## src/rtl/jtdd_sched_pkg.sv

```systemverilog
// Shared types and sizes for the jtdd SDRAM slot scheduler.
package jtdd_sched_pkg;

  localparam int unsigned NCLI = 4;
  localparam int unsigned CW   = 2;
  localparam int unsigned DW   = 32;

  typedef enum logic [1:0] {
    IDLE = 2'd0,
    REQ  = 2'd1,
    WAIT = 2'd2
  } state_t;

endpackage

```

## src/rtl/jtdd_sched_grant.sv

```systemverilog
// Client grant selection: round-robin when JTDD_SCHED_RR_EN is defined,
// otherwise fixed priority 0 > 1 > 2 > 3.
module jtdd_sched_grant
  import jtdd_sched_pkg::*;
(
  input  logic [NCLI-1:0] pend,
  input  logic [CW-1:0]   last,
  output logic [NCLI-1:0] gnt,
  output logic [CW-1:0]   idx
);

`ifdef JTDD_SCHED_RR_EN
  logic [CW-1:0] cand;

  // Walk backwards so the client right after last ends up winning.
  always_comb begin
    gnt  = '0;
    idx  = '0;
    cand = '0;
    for (int k = int'(NCLI); k >= 1; k--) begin
      cand = last + CW'(k);
      if (pend[cand]) idx = cand;
    end
    if (|pend) gnt[idx] = 1'b1;
  end
`else
  logic unused_last;
  assign unused_last = ^last;

  always_comb begin
    gnt = '0;
    idx = '0;
    for (int k = int'(NCLI) - 1; k >= 0; k--) begin
      if (pend[k]) idx = CW'(k);
    end
    if (|pend) gnt[idx] = 1'b1;
  end
`endif

endmodule

```

## src/rtl/jtdd_slot_sched.sv

```systemverilog
// Four-client SDRAM read scheduler with a one-word cache per client.
// Build option: JTDD_SCHED_RR_EN selects round-robin grant.
module jtdd_slot_sched
  import jtdd_sched_pkg::*;
#(
  parameter int unsigned AW = 22
) (
  input  logic          clk,
  input  logic          rst,
  input  logic          downloading,
  input  logic          cs0,
  input  logic          cs1,
  input  logic          cs2,
  input  logic          cs3,
  input  logic [AW-1:0] addr0,
  input  logic [AW-1:0] addr1,
  input  logic [AW-1:0] addr2,
  input  logic [AW-1:0] addr3,
  output logic          ok0,
  output logic          ok1,
  output logic          ok2,
  output logic          ok3,
  output logic [DW-1:0] dout0,
  output logic [DW-1:0] dout1,
  output logic [DW-1:0] dout2,
  output logic [DW-1:0] dout3,
  output logic          sdram_req,
  output logic [AW-1:0] sdram_addr,
  input  logic          sdram_ack,
  input  logic          data_rdy,
  input  logic [DW-1:0] data_read,
  output logic          refresh_en
);

  state_t          state;
  logic [NCLI-1:0] cs, hit, pend, valid, gnt;
  logic [AW-1:0]   addr [NCLI];
  logic [AW-1:0]   tag  [NCLI];
  logic [DW-1:0]   data [NCLI];
  logic [CW-1:0]   last, idx, sel;

  assign cs      = {cs3, cs2, cs1, cs0};
  assign addr[0] = addr0;
  assign addr[1] = addr1;
  assign addr[2] = addr2;
  assign addr[3] = addr3;

  always_comb begin
    hit = '0;
    for (int i = 0; i < int'(NCLI); i++) begin
      hit[i] = cs[i] & valid[i] & (addr[i] == tag[i]);
    end
  end

  assign pend  = cs & ~hit;
  assign ok0   = hit[0];
  assign ok1   = hit[1];
  assign ok2   = hit[2];
  assign ok3   = hit[3];
  assign dout0 = data[0];
  assign dout1 = data[1];
  assign dout2 = data[2];
  assign dout3 = data[3];

  assign refresh_en = ((state == IDLE) && (pend == '0)) || downloading;

  jtdd_sched_grant u_grant (
    .pend (pend),
    .last (last),
    .gnt  (gnt),
    .idx  (idx)
  );

  // Transaction sequencer; the fill always targets the client latched in IDLE.
  always_ff @(posedge clk) begin
    if (rst) begin
      state      <= IDLE;
      sdram_req  <= 1'b0;
      sdram_addr <= '0;
      sel        <= '0;
      last       <= CW'(NCLI - 1);
      valid      <= '0;
      for (int i = 0; i < int'(NCLI); i++) begin
        tag[i]  <= '0;
        data[i] <= '0;
      end
    end else if (downloading) begin
      state     <= IDLE;
      sdram_req <= 1'b0;
      valid     <= '0;
    end else begin
      case (state)
        IDLE: begin
          if (|gnt) begin
            sel        <= idx;
            last       <= idx;
            sdram_addr <= addr[idx];
            sdram_req  <= 1'b1;
            state      <= REQ;
          end
        end
        REQ: begin
          if (sdram_ack) begin
            sdram_req <= 1'b0;
            if (data_rdy) begin
              data[sel]  <= data_read;
              tag[sel]   <= sdram_addr;
              valid[sel] <= 1'b1;
              state      <= IDLE;
            end else begin
              state <= WAIT;
            end
          end
        end
        WAIT: begin
          if (data_rdy) begin
            data[sel]  <= data_read;
            tag[sel]   <= sdram_addr;
            valid[sel] <= 1'b1;
            state      <= IDLE;
          end
        end
        default: state <= IDLE;
      endcase
    end
  end

endmodule

```

## config.mk

```make
export PLATFORM = sky130hd
export DESIGN_NAME = jtdd_slot_sched
export DESIGN_NICKNAME = d
export VERILOG_FILES = /design/src/rtl/jtdd_sched_pkg.sv /design/src/rtl/jtdd_sched_grant.sv /design/src/rtl/jtdd_slot_sched.sv
export SDC_FILE = /design/constraint.sdc
export NUM_CORES = 1
export LEC_CHECK = 0
export CAP_MARGIN = 10
export CORE_AREA = 8 8 163 165
export CTS_BUF_LIST = sky130_fd_sc_hd__clkbuf_4
export CTS_CLUSTER_DIAMETER = 30
export CTS_CLUSTER_SIZE = 12
export DETAILED_ROUTE_END_ITERATION = 8
export DIE_AREA = 0 0 171 173
export MAX_ROUTING_LAYER = met4
export PLACE_DENSITY = 0.76
export SYNTH_ARGS = -nofsm -noshare
export SYNTH_HDL_FRONTEND = slang
export SYNTH_SLANG_ARGS = --single-unit
export TNS_END_PERCENT = 30
```

## constraint.sdc

```tcl
create_clock -name clk -period 5.8 [get_ports clk]
set_input_delay 0.58 -clock clk [delete_from_list [all_inputs] [get_ports clk]]
set_output_delay 0.58 -clock clk [all_outputs]
set_load 0.01 [all_outputs]
```

==> results.json <==
{
  "vdd_drop_max_uv": 189,
  "synth_compound_area_share_pct": 6.71,
  "synthSimpleGateAreaFrac_pct": 17.6,
  "hold_viol_final": 0,
  "mostFrequentLayoutCell": "clkdlybuf4s50_1",
  "area_delta_synth_final_pct": 38.5,
  "dp_hpwl_um": 24500,
  "syn-instance-count": 803,
  "p_per_area_mw_per_mm2": 280,
  "synth_xor_area_share_pct": 7.19,
  "rsz0062_at_grt": "false",
  "dr.pass1.iters": 5,
  "min_path_type": "flip-flop to flip-flop",
  "muxShareOfSynthArea_pct": 1.21,
  "antenna_found_initial": 2,
  "grt_start_max_net_pins": 57,
  "cts_buffer_depth": 3,
  "post-place-ws_ps": 1670,
  "synth_area_per_cell_um2": 13.5,
  "multi_input_area_mm2": 0.00360,
  "synth_cell_type_count": 46,
  "place_area_mm2": 0.0141,
  "whs_ps": 467,
  "max_cap_viol_count": 0,
  "ant_nets": 0,
  "period_share_pct": 73.7,
  "die_width_um": 171,
  "seq_area_mm2": 0.00711,
  "die_y_um": 173,
  "first_iter_violations": 777,
  "synth_fa_ha_area_share_pct": 0,
  "layout_common_cells": "clkdlybuf4s50_1 (283), edfxtp_1 (216), and2_1 (163)",
  "start_util_pct": 45.2,
  "ys.warnings.count": 0,
  "synth_top_flop_cell": "edfxtp_1",
  "fillers": 1887,
  "finalMaxSlewViolations": 0,
  "grt_usage_pct": 24.5,
  "gp_congestion": 0.983,
  "drive_gt1_share_pct": 11.7,
  "post-route-min-period_ps": 4280,
  "num_vias": 8127,
  "clk_pin_slew_ps": 100,
  "worstSkewPairLatency_ps": 700,
  "power_leakage_nw": 5.78,
  "grt_overflow": 0,
  "ys_ff_latch": 247,
  "cts_tree": "done",
  "start_kind": "flip-flop",
  "cp_max_fo": 6,
  "port_buffers": 284,
  "core_area_mm2": 0.0240,
  "slew_headroom_pct": 19.3,
  "wl_per_cell_um": 24.3,
  "finalClockSkew_ps": 64.7,
  "cp-end-kind": "output port",
  "max_freq_mhz": 234,
  "netlist_area_mm2": 0.0108,
  "row_count": 57,
  "io_pins": 285,
  "seq_area_frac_synth_pct": 65.6,
  "routed_wl_um": 35900,
  "setup_tns_ps": 0,
  "synth_top_family_by_area": "simple AND/OR/NAND/NOR gates",
  "setup_viol": 0,
  "timing.final.ws_setup_ps": 1520,
  "cts_buffers": 51,
  "tightest_slew_ps": 1210,
  "worst-endpoint-arrival_ps": 3700,
  "dieArea_mm2": 0.0296,
  "cts_setup_buffers": 0,
  "grt_first_pass_wirelength_um": 52400,
  "required_ps": 5220,
  "outcome": "finished, final reports clean",
  "htreeDepth": 2,
  "path_class": "flip-flop to output port",
  "cts_root_buf": "clkbuf_4",
  "drc": 0,
  "syn_nets": 932,
  "grt_pass1_vias": 8345,
  "holdBufCountCts": 0,
  "viasPerCell": 5.49,
  "final_area_mm2": 0.0150,
  "cts-resized-gates": 0,
  "synth_edf_count": 216,
  "clock_sinks": 247,
  "fin_nets": 1242,
  "async_flop_share_pct": 0
}
[flip-flops by register name, summed over array words and instances, names as in the netlist]
| signal | count |
|---|---|
| sdram_addr | 22 |
| sel | 2 |
| state | 2 |
| data | 128 |
| valid | 4 |
| sdram_req | 1 |
| tag | 88 |
[final timing paths]
path,slack [ps],from,cells past startpoint,end
setup / recovery,1520,tag[1][9]$_SDFFCE_PN0P_,7,refresh_en
hold / removal,470,valid[1]$_SDFFE_PP0P_,1,valid[1]$_SDFFE_PP0P_
setup reg to reg,2290,tag[1][9]$_SDFFCE_PN0P_,7,sdram_addr[18]$_SDFFE_PP0P_
hold reg to reg,470,valid[1]$_SDFFE_PP0P_,1,valid[1]$_SDFFE_PP0P_
[report_power, final]
group,switching (W),internal [W]
Clock,0.000821,0.000889
Combinational,0.000242,0.000218
Sequential,0.0000447,0.00199
[area by class of cell]
cell class / count / share of cell area [%]
Timing Repair Buffer: 299 / 19.7
Antenna cell: 2 / 0.0334
Inverter: 5 / 0.125
Sequential cell: 247 / 47.4
Clock inverter: 40 / 3.31
Clock buffer: 55 / 2.75
Multi-Input combinational cell: 509 / 24.0
Tap cell: 324 / 2.70
[critical path: stages, from the launching register on]
cell and delay, ps:
edfxtp_1 410, xor2_1 200, nor4_1 510, nand4_1 380
o31ai_4 450, nand4_2 220, o31ai_1 270, clkdlybuf4s50_1 610
[metal layers]
layer | part of all wire, % | vias up | track usage (%)
li1 | - | 3608 | -
met1 | 39 | 3992 | 30.1
met2 | 47 | 438 | 38.1
met3 | 11 | 89 | 7.11
met4 | 2.9 | 0 | 8.41
met5 | 0 | - | -
[cells in the mapped netlist, types with 2 or more instances]
cell type | n | area [µm²]
o221ai_1 | 6 | 52.6
nand2_1 | 14 | 52.6
a21o_1 | 4 | 30.0
edfxtp_1 | 216 | 6490
and2_1 | 163 | 1020
o221a_2 | 7 | 78.8
buf_1 | 3 | 11.3
a21oi_1 | 5 | 25.0
o221a_1 | 10 | 113
o21ai_0 | 20 | 100
o21a_1 | 2 | 15.0
dfxtp_1 | 31 | 621
a22o_1 | 16 | 140
or2_2 | 2 | 12.5
nor3b_1 | 3 | 22.5
clkbuf_1 | 33 | 124
inv_1 | 5 | 18.8
nor4_1 | 21 | 131
buf_2 | 5 | 25.0
or3_1 | 2 | 12.5
nand3_1 | 7 | 35.0
xor2_1 | 67 | 587
and3_1 | 54 | 338
nor3_1 | 22 | 110
mux2i_1 | 12 | 120
xnor2_1 | 22 | 193
nand4_1 | 9 | 56.3
o21ai_1 | 2 | 10.0
nor2_1 | 23 | 86.3
[through the flow]
stage | instances | power [W] | util (%)
finish | 1481 | 0.00421 | 62.6
floorplan | 803 | 0.00223 | -
global placement | 1384 | 0.00253 | 58.8
CTS | 1479 | 0.00423 | 62.6
detailed placement | 1384 | 0.00253 | 58.8
global route | 1481 | 0.00435 | 62.6
[cell families after synthesis]
kind of cell | count (synthesis)
multiplexers | 13
flip-flops | 247
XOR/XNOR | 89
buffers and inverters | 47
AO/OA/AOI/OAI | 84
AND/OR/NAND/NOR | 323
Power figures use the tool's default switching activity.
